### config.mk
export PLATFORM = sky130hd
export DESIGN_NAME = trace_tx_scheduler_flat
export DESIGN_NICKNAME = d
export VERILOG_FILES = /design/src/rtl/trace_tx_scheduler_if.sv /design/src/rtl/trace_tx_scheduler.sv /design/src/flat_wrapper.sv
export SDC_FILE = /design/constraint.sdc
export NUM_CORES = 1
export LEC_CHECK = 0
export CAP_MARGIN = 20
export CORE_UTILIZATION = 25
export CTS_BUF_LIST = sky130_fd_sc_hd__clkbuf_2
export DETAILED_ROUTE_END_ITERATION = 12
export DONT_BUFFER_PORTS = 1
export PLACE_DENSITY = 0.47
export SKIP_LAST_GASP = 1
export SYNTH_ARGS = -nofsm -noshare
export SYNTH_HDL_FRONTEND = slang
export SYNTH_SLANG_ARGS = --single-unit
### constraint.sdc
create_clock -name clk -period 5.5 [get_ports clk]
set_input_delay 1.1 -clock clk [delete_from_list [all_inputs] [get_ports clk]]
set_output_delay 1.1 -clock clk [all_outputs]
set_load 0.1 [all_outputs]
### src/rtl/trace_tx_scheduler_if.sv
// Trace transmit scheduler bus bundle.
// Groups the AES-FSM handshake, the sample-RAM read port and the uart_tx byte
// port. The master modport is the scheduler side; slave is the environment.
interface trace_tx_scheduler_if #(
    parameter int ADDR_W = 10
);
    logic              start;
    logic [127:0]      pt;
    logic [127:0]      key;
    logic [127:0]      ct;
    logic [ADDR_W-1:0] smp_addr;
    logic [7:0]        smp_data;
    logic              tx_dv;
    logic [7:0]        tx_byte;
    logic              tx_done;
    logic              busy;
    logic              done;

    modport master (
        input  start, pt, key, ct, smp_data, tx_done,
        output smp_addr, tx_dv, tx_byte, busy, done
    );

    modport slave (
        output start, pt, key, ct, smp_data, tx_done,
        input  smp_addr, tx_dv, tx_byte, busy, done
    );
endinterface

### src/rtl/trace_tx_scheduler.sv
// Trace transmit scheduler.
// After each encryption, sends one frame over uart_tx: 16 plaintext bytes,
// 16 key bytes, 16 ciphertext bytes, then NSAMPLES bytes from the sample RAM,
// then idles GAP_CYCLES cycles so the PDN settles, then pulses done.
// Optional feature macro: TRACE_TX_CHECKSUM_EN appends an 8-bit modulo-256
// sum of all frame bytes after the last sample.
module trace_tx_scheduler #(
    parameter int NSAMPLES   = 1024,
    parameter int ADDR_W     = 10,
    parameter int GAP_CYCLES = 4096,
    parameter int GAP_W      = 13
) (
    input logic                  clk,
    input logic                  rst,
    trace_tx_scheduler_if.master bus
);

    typedef enum logic [3:0] {
        S_IDLE,
        S_HDR_SEND,
        S_HDR_WAIT,
        S_SMP_ADDR,
        S_SMP_READ,
        S_SMP_WAIT,
        S_CSUM_SEND,
        S_CSUM_WAIT,
        S_GAP,
        S_FINISH
    } state_e;

    localparam logic [ADDR_W-1:0] LAST_IDX = ADDR_W'(NSAMPLES - 1);
    localparam logic [GAP_W-1:0]  LAST_GAP = GAP_W'(GAP_CYCLES - 1);

    state_e            state_q, state_d;
    logic [383:0]      shift_q, shift_d;
    logic [5:0]        hdr_cnt_q, hdr_cnt_d;
    logic [ADDR_W-1:0] smp_idx_q, smp_idx_d;
    logic [GAP_W-1:0]  gap_cnt_q, gap_cnt_d;
    logic [ADDR_W-1:0] smp_addr_q, smp_addr_d;
    logic              tx_dv_q, tx_dv_d;
    logic [7:0]        tx_byte_q, tx_byte_d;
    logic              busy_q, busy_d;
    logic              done_q, done_d;
    logic              tx_done_q;
    logic              tx_done_rise;
`ifdef TRACE_TX_CHECKSUM_EN
    logic [7:0]        sum_q, sum_d;
`endif

    // A held-high tx_done must count only once, and the header path re-enters
    // HDR_WAIT one cycle after a byte completes, so only the rising edge counts.
    always_comb begin
        tx_done_rise = bus.tx_done & ~tx_done_q;
    end

    // Next-state and next-output logic for the frame sequencer.
    always_comb begin
        // NOTE: every *_d gets a default first so no path leaves a latch behind.
        state_d    = state_q;
        shift_d    = shift_q;
        hdr_cnt_d  = hdr_cnt_q;
        smp_idx_d  = smp_idx_q;
        gap_cnt_d  = gap_cnt_q;
        smp_addr_d = smp_addr_q;
        tx_byte_d  = tx_byte_q;
        busy_d     = busy_q;
        tx_dv_d    = 1'b0;
        done_d     = 1'b0;
`ifdef TRACE_TX_CHECKSUM_EN
        sum_d      = sum_q;
`endif
        case (state_q)
            S_IDLE: begin
                if (bus.start) begin
                    shift_d   = {bus.pt, bus.key, bus.ct};
                    hdr_cnt_d = 6'd0;
                    busy_d    = 1'b1;
`ifdef TRACE_TX_CHECKSUM_EN
                    sum_d     = 8'd0;
`endif
                    state_d   = S_HDR_SEND;
                end
            end
            S_HDR_SEND: begin
                tx_byte_d = shift_q[383:376];
                tx_dv_d   = 1'b1;
`ifdef TRACE_TX_CHECKSUM_EN
                sum_d     = sum_q + shift_q[383:376];
`endif
                state_d   = S_HDR_WAIT;
            end
            S_HDR_WAIT: begin
                if (tx_done_rise) begin
                    shift_d   = {shift_q[375:0], 8'h00};
                    hdr_cnt_d = hdr_cnt_q + 6'd1;
                    if (hdr_cnt_q == 6'd47) begin
                        // Address is registered on entry to SMP_ADDR so the
                        // RAM sees it for a full cycle before SMP_READ.
                        smp_idx_d  = '0;
                        smp_addr_d = '0;
                        state_d    = S_SMP_ADDR;
                    end else begin
                        state_d = S_HDR_SEND;
                    end
                end
            end
            S_SMP_ADDR: begin
                state_d = S_SMP_READ;
            end
            S_SMP_READ: begin
                tx_byte_d = bus.smp_data;
                tx_dv_d   = 1'b1;
`ifdef TRACE_TX_CHECKSUM_EN
                sum_d     = sum_q + bus.smp_data;
`endif
                state_d   = S_SMP_WAIT;
            end
            S_SMP_WAIT: begin
                if (tx_done_rise) begin
                    if (smp_idx_q == LAST_IDX) begin
`ifdef TRACE_TX_CHECKSUM_EN
                        state_d = S_CSUM_SEND;
`else
                        gap_cnt_d = '0;
                        state_d   = S_GAP;
`endif
                    end else begin
                        smp_idx_d  = smp_idx_q + ADDR_W'(1);
                        smp_addr_d = smp_idx_q + ADDR_W'(1);
                        state_d    = S_SMP_ADDR;
                    end
                end
            end
`ifdef TRACE_TX_CHECKSUM_EN
            S_CSUM_SEND: begin
                // The checksum byte itself is not folded into the sum.
                tx_byte_d = sum_q;
                tx_dv_d   = 1'b1;
                state_d   = S_CSUM_WAIT;
            end
            S_CSUM_WAIT: begin
                if (tx_done_rise) begin
                    gap_cnt_d = '0;
                    state_d   = S_GAP;
                end
            end
`endif
            S_GAP: begin
                gap_cnt_d = gap_cnt_q + GAP_W'(1);
                if (gap_cnt_q == LAST_GAP) begin
                    state_d = S_FINISH;
                end
            end
            S_FINISH: begin
                done_d  = 1'b1;
                busy_d  = 1'b0;
                state_d = S_IDLE;
            end
            default: begin
                state_d = S_IDLE;
            end
        endcase
    end

    // State, counters, latched frame data and registered outputs.
    always_ff @(posedge clk) begin
        // NOTE: non-blocking assignments so every flop updates from pre-edge values.
        if (rst) begin
            state_q    <= S_IDLE;
            shift_q    <= '0;
            hdr_cnt_q  <= '0;
            smp_idx_q  <= '0;
            gap_cnt_q  <= '0;
            smp_addr_q <= '0;
            tx_dv_q    <= 1'b0;
            tx_byte_q  <= '0;
            busy_q     <= 1'b0;
            done_q     <= 1'b0;
            tx_done_q  <= 1'b0;
`ifdef TRACE_TX_CHECKSUM_EN
            sum_q      <= '0;
`endif
        end else begin
            state_q    <= state_d;
            shift_q    <= shift_d;
            hdr_cnt_q  <= hdr_cnt_d;
            smp_idx_q  <= smp_idx_d;
            gap_cnt_q  <= gap_cnt_d;
            smp_addr_q <= smp_addr_d;
            tx_dv_q    <= tx_dv_d;
            tx_byte_q  <= tx_byte_d;
            busy_q     <= busy_d;
            done_q     <= done_d;
            tx_done_q  <= bus.tx_done;
`ifdef TRACE_TX_CHECKSUM_EN
            sum_q      <= sum_d;
`endif
        end
    end

    assign bus.smp_addr = smp_addr_q;
    assign bus.tx_dv    = tx_dv_q;
    assign bus.tx_byte  = tx_byte_q;
    assign bus.busy     = busy_q;
    assign bus.done     = done_q;

endmodule

### src/flat_wrapper.sv
// flat-port wrapper written by rule: the top's interface ports become plain ports
module trace_tx_scheduler_flat 
#(
    parameter int NSAMPLES   = 1024,
    parameter int ADDR_W     = 10,
    parameter int GAP_CYCLES = 4096,
    parameter int GAP_W      = 13
)
  (clk, rst, bus_start, bus_pt, bus_key, bus_ct, bus_smp_data, bus_tx_done, bus_smp_addr, bus_tx_dv, bus_tx_byte, bus_busy, bus_done);
  trace_tx_scheduler_if #(.ADDR_W(ADDR_W)) bus_i ();
  input logic clk;
  input logic rst;
  input wire logic [$bits(bus_i.start)-1:0] bus_start;
  input wire logic [$bits(bus_i.pt)-1:0] bus_pt;
  input wire logic [$bits(bus_i.key)-1:0] bus_key;
  input wire logic [$bits(bus_i.ct)-1:0] bus_ct;
  input wire logic [$bits(bus_i.smp_data)-1:0] bus_smp_data;
  input wire logic [$bits(bus_i.tx_done)-1:0] bus_tx_done;
  output wire logic [$bits(bus_i.smp_addr)-1:0] bus_smp_addr;
  output wire logic [$bits(bus_i.tx_dv)-1:0] bus_tx_dv;
  output wire logic [$bits(bus_i.tx_byte)-1:0] bus_tx_byte;
  output wire logic [$bits(bus_i.busy)-1:0] bus_busy;
  output wire logic [$bits(bus_i.done)-1:0] bus_done;
  assign bus_i.start = bus_start;
  assign bus_i.pt = bus_pt;
  assign bus_i.key = bus_key;
  assign bus_i.ct = bus_ct;
  assign bus_i.smp_data = bus_smp_data;
  assign bus_i.tx_done = bus_tx_done;
  assign bus_smp_addr = bus_i.smp_addr;
  assign bus_tx_dv = bus_i.tx_dv;
  assign bus_tx_byte = bus_i.tx_byte;
  assign bus_busy = bus_i.busy;
  assign bus_done = bus_i.done;
  trace_tx_scheduler #(.NSAMPLES(NSAMPLES), .ADDR_W(ADDR_W), .GAP_CYCLES(GAP_CYCLES), .GAP_W(GAP_W)) u_core (.clk(clk), .rst(rst), .bus(bus_i));
endmodule
# [After elaboration in Yosys (flattened, before gate mapping)]
# Index checks and enable logic that the tools add are counted.
[classes] n_addsub=3 n_eq_ne=17 muxes=26 bitwise=2 n_reduce_logical=12
[ops] op="$mux 384" count=2
[ops] op="$pmux 384 s2" count=1
[ops] op="$mux 10" count=4
[ops] op="$pmux 4 s7" count=1
[ops] op="$mux 13" count=2
[ops] op="$pmux 13 s2" count=1
[ops] op="$mux 4" count=5
[ops] op="$pmux 10 s2" count=1
[ops] op="$pmux 8 s2" count=1
[ops] op="$add 13x1->13 const B" count=1
[ops] op="$eq 13x12->1 const B" count=1
[ops] op="$mux 6" count=2
[ops] op="$pmux 6 s2" count=1
[ops] op="$add 10x1->10 const B" count=1
[ops] op="$eq 10x10->1 const B" count=1
[ops] op="$ne 2x1->1 const B" count=5
[ops] op="$reduce_bool 2->1" count=5
[ops] op="$eq 4x2->1 const B" count=2
[ops] op="$eq 4x3->1 const B" count=2
[ops] op="$eq 4x4->1 const B" count=2
[ops] op="$add 6x1->6 const B" count=1
[ops] op="$eq 6x6->1 const B" count=1
[ops] op="$reduce_and 3->1" count=2
[ops] op="$reduce_and 5->1" count=1
[ops] op="other kinds (11)" count=14
[word_totals] ff_bits=429 in_bits=396 out_inout_bits=21 word_cells=70

# [Logic depth before layout (Yosys ltp)]
[logic_depth] word_depth=4 mapped_depth=8 mapped_depth_nobuf=6

# [Worst setup path after synthesis]
# No wires, ideal clock.
[synth_path] kind="flip-flop to flip-flop" startpoint="register u_core.smp_idx_q[4]" endpoint="register u_core.gap_cnt_q[7]" setup_time_ps=70 arrival_ps=2420 t_required_ps=5430 path_slack_ps=3009 stages_incl_launch_ff=7 path_buffers=1 synth_period_minus_slack_ps=2491 cell_sequence="dfxtp_1 -> nand4_1 -> nor4_4 -> a21oi_2 -> buf_6 -> or3_1 -> a21oi_1"
[synth_between] elab_chain_len=3
[synth_rtl] element="start, declared" line_no="trace_tx_scheduler.sv:37" source="logic [ADDR_W-1:0] smp_idx_q, smp_idx_d;"
[synth_rtl] element="start signal, assigned" line_no="trace_tx_scheduler.sv:187" source="smp_idx_q <= smp_idx_d;"
[synth_rtl] element="$eq 10x10->1" line_no="trace_tx_scheduler.sv:120" source="if (smp_idx_q == LAST_IDX) begin"
[synth_rtl] element="$ne 2x1->1 (no line)"
[synth_rtl] element="$reduce_and 3->1 (no line)"
[synth_rtl] element="end signal, assigned" line_no="trace_tx_scheduler.sv:188" source="gap_cnt_q <= gap_cnt_d;"
[synth_rtl] element="end, declared" line_no="trace_tx_scheduler.sv:38" source="logic [GAP_W-1:0] gap_cnt_q, gap_cnt_d;"
# Every way passes these cells.
# A chain may end at the register's enable or synchronous reset.

# [Final worst setup path]
[layout_path] startpoint="register u_core.state_q[1]" endpoint="register u_core.shift_q[61]"
[layout_between] elab_chain_len=3 elab_cells_between_ends=7 classes_between="eq/ne (3); mux (1); reduce/logical (3)"
[layout_rtl] element="start, declared" line_no="trace_tx_scheduler.sv:34" source="state_e state_q, state_d;"
[layout_rtl] element="start signal, assigned" line_no="trace_tx_scheduler.sv:184" source="state_q <= state_d;"
[layout_rtl] element="$eq 4x2->1 / $logic_not 4->1 (equally long branches)" line_no="trace_tx_scheduler.sv:72" source="case (state_q)"
[layout_rtl] element="$ne 2x1->1 (no line), or another cell as far along"
[layout_rtl] element="$reduce_and 3->1 (no line)"
[layout_rtl] element="end signal, assigned" line_no="trace_tx_scheduler.sv:185" source="shift_q <= shift_d;"
[layout_rtl] element="end, declared" line_no="trace_tx_scheduler.sv:35" source="logic [383:0] shift_q, shift_d;"
# Several ways; a longest one is shown, not always the timed one.

==> flow_summary.toml <==
[synthesis]
synth_fp_nets = 2765
synth-simple-area-share_pct = 26.5
synth_fa_ha_area_share_pct = 0.204
netlist_instances = 2366
ys_seq_elements = 429
synth_area_sq_um = 18400
synth_ff_type = "dfxtp_1"
yosysWarnings = 0
synthArstFlopShare_pct = 0
synth-edff-count = 0
synth_compound_area_share_pct = 20.2
avgSynthCellArea_sq_um = 7.79
synth-xor-area-share_pct = 0.523
ys_types = 50
seq_area_frac_synth_pct = 46.6
synth_top_family_by_area = "simple AND/OR/NAND/NOR gates"
synth_mux_area_share_pct = 0.489

[timing]
worst_slew_pin_slew_ns = 1.16
slew_violations = 0
setup_slack_ns = 1.90
fin_crit_ns = 3.60
fmax_mhz = 278
grt_setup_unrepaired = "false"
hold_viol_final = 0
slew_headroom_pct = 22.8
setup_viol = 0
clock_skew_ns = 0.125
fin_crit_sh_pct = 65.5
tns_ns = 0

[worst_hold_path]
hold_end = "u_core.shift_q[266]"
worstHoldStart = "bus_pt[10]"
hold_path_class = "in -> reg"
hold_depth = 2

[setup_path]
crit_top_cell = "buf_12"
critPathKind = "reg -> reg"
required_ns = 6.52
slowest_stage = "buf_12"
start_kind = "register"
max_stage_delay_ns = 0.69
worst_r2r_path_depth = 6
reg2reg_to = "u_core.shift_q[61]"
worstSetupEndpointType = "register"
rrSetupSlack_ns = 1.90
cp_data_arrival_time_ns = 4.62
path_max_fanout = 201
worstReg2RegStart = "u_core.state_q[1]"
worstPathCellList = "nor4b_4 > buf_12 > buf_12 > nand2_1 > a311oi_1 > dlygate4sd3_1"

[layout]
final_area_sq_um = 24000
finalCoreUtilization_pct = 33.0
final_common_cell = "nand2_1"
nets = 3081
area_growth_pct = 30.5
mostFrequentLayoutCells = "767 x nand2_1, 429 x dfxtp_1, 409 x nor2_1"
drive_above_1_share_pct = 7.73

[clock_network]
clock_latency_ns = 1.18
clock-root-buffer = "clkbuf_2"
htree_levels = 3
clk_pin_slew_worst_paths_ns = 0.11
post_cts_buffers = 0
clock_path_buffers = 3
cts_tree = "yes"
cts_resized = 0
cts_buffers = 121
cts_sinks = 429

[floorplan]
io_pins = 417
die_h_microns = 273
die_area_sq_um = 74800
die_x_microns = 273
initial_core_util_pct = 25.3
core_region_area_sq_um = 73000
rows = 99

[drt]
routed_via_density = 4.87
postRouteAntennaNets = 0
dr_total_vias = 18200
wl_met2_mm = 29.1
initialDrtViolationCount = 1003
dr.pass1.iters = 5
remaining_drc_errors = 0
wl_met1_mm = 27.3
drt_wl_total_mm = 61.5
wl_per_cell_microns = 16.5
wl_met3_mm = 3.78
routed.top_layer = "met5"

[run]
drv_cap = 0

[placed_design]
place.gp.congestion = 0.767
dpl.hpwl_mm = 37.7
place_ws_ns = 2.11
io_buffers = 0
place_area_sq_um = 18900

[global_route]
grt_max_degree = 308
grt_usage_pct = 15.6
gr-total-overflow = 0
antenna_found_initial = 7
grt_pass1_vias = 17500
grt_pass1_wl_mm = 94.7

[power_and_ir_drop]
pwr_density_cell_nw_per_um2 = 435
irDropWorstVdd_mv = 0.256
p_leak_nw = 9.24

[run_status]
outcome = "finished clean"
## worst max-delay path by stage
stage	startpoint	to
2_1_floorplan	u_core.smp_idx_q[4]	u_core.gap_cnt_q[7]
3_3_place_gp	bus_tx_done	u_core.shift_q[142]
3_5_place_dp	bus_tx_done	u_core.shift_q[230]
4_1_cts	u_core.state_q[1]	u_core.shift_q[61]
5_1_grt	u_core.state_q[1]	u_core.shift_q[61]
6_report	u_core.state_q[1]	u_core.shift_q[61]
## critical path, delay by kind of cell, from the launching register on
family	cells	cell delay, ns
AO/OA/AOI/OAI	1	0.26
buffers and inverters	3	1.77
flip-flops	1	0.59
AND/OR/NAND/NOR	2	0.53
## area by class of cell
cell class | count | area [sq um]
fill | 7843 | 48900
timing repair buffer | 419 | 4340
clock buffer | 175 | 876
antenna | 7 | 17.5
multi-input combinational | 1707 | 8850
tap | 959 | 1200
inverter | 4 | 15.0
sequential | 429 | 8590
clock inverter | 36 | 165
## logic make-up after synthesis
family,count (synthesis)
AO/OA/AOI/OAI,439
AND/OR/NAND/NOR,1245
adder cells (fa/ha/maj),3
multiplexers,9
flip-flops,429
XOR/XNOR,11
buffers and inverters,230
## what timing repair did
item	4_1_cts	5_1_grt
hold endpoints to repair	410	0
endpoints found under the setup margin	0	0
hold buffers	401	0
## state kept, by name (all words and copies together) (netlist names)
| name | flops |
|---|---|
| u_core.hdr_cnt_q | 6 |
| u_core.gap_cnt_q | 13 |
| u_core.bus.tx_dv | 1 |
| u_core.tx_done_q | 1 |
| u_core.state_q | 4 |
| u_core.bus.done | 1 |
| u_core.shift_q | 384 |
| u_core.bus.tx_byte | 8 |
| u_core.bus.busy | 1 |
| u_core.smp_idx_q | 10 |
## synth_stat cells (4+ instances only)
| library cell | number | area share (%) |
|---|---|---|
| nand2_1 | 767 | 16 |
| dfxtp_1 | 429 | 47 |
| nor2_1 | 409 | 8.3 |
| a311oi_1 | 376 | 18 |
| clkbuf_1 | 117 | 2.4 |
| buf_2 | 99 | 2.7 |
| a21oi_1 | 18 | 0.49 |
| nand3_1 | 11 | 0.30 |
| nor3_1 | 11 | 0.30 |
| a211oi_1 | 10 | 0.41 |
| o21ai_0 | 10 | 0.27 |
| or3_1 | 10 | 0.34 |
| mux2i_1 | 9 | 0.49 |
| a22oi_1 | 8 | 0.33 |
| xor2_1 | 7 | 0.33 |
| and4_1 | 6 | 0.29 |
| buf_1 | 5 | 0.10 |
| nand4_1 | 5 | 0.17 |
| buf_4 | 4 | 0.16 |
| inv_1 | 4 | 0.081 |
| nor2b_1 | 4 | 0.14 |
| xnor2_1 | 4 | 0.19 |
## metal layers
layer,up-vias,global-route usage (%)
met3,108,3.89
met4,8,5.15
li1,9003,-
met5,-,0
met1,8566,20.2
met2,520,25.3
## power breakdown
group	internal [W]	switching [W]	leakage (nW)	total (W)
sequential	0.00398	0.000617	3.54	0.00460
clock	0.000866	0.00144	0.807	0.00230
combinational	0.00139	0.00218	4.89	0.00357
## metrics by stage
| step | hold slack (ns) | power [W] | std cells |
|---|---|---|---|
| 2_1_floorplan | 0.444 | 0.00710 | 2366 |
| 3_5_place_dp | 0.467 | 0.00780 | 3116 |
| 4_1_cts | 0.00116 | 0.0106 | 3728 |
| 3_3_place_gp | 0.453 | 0.00770 | 3116 |
| 6_report | 0.241 | 0.0105 | 3736 |
| 5_1_grt | 0.0681 | 0.0113 | 3734 |
No activity file was read; power rests on OpenSTA's default activity.
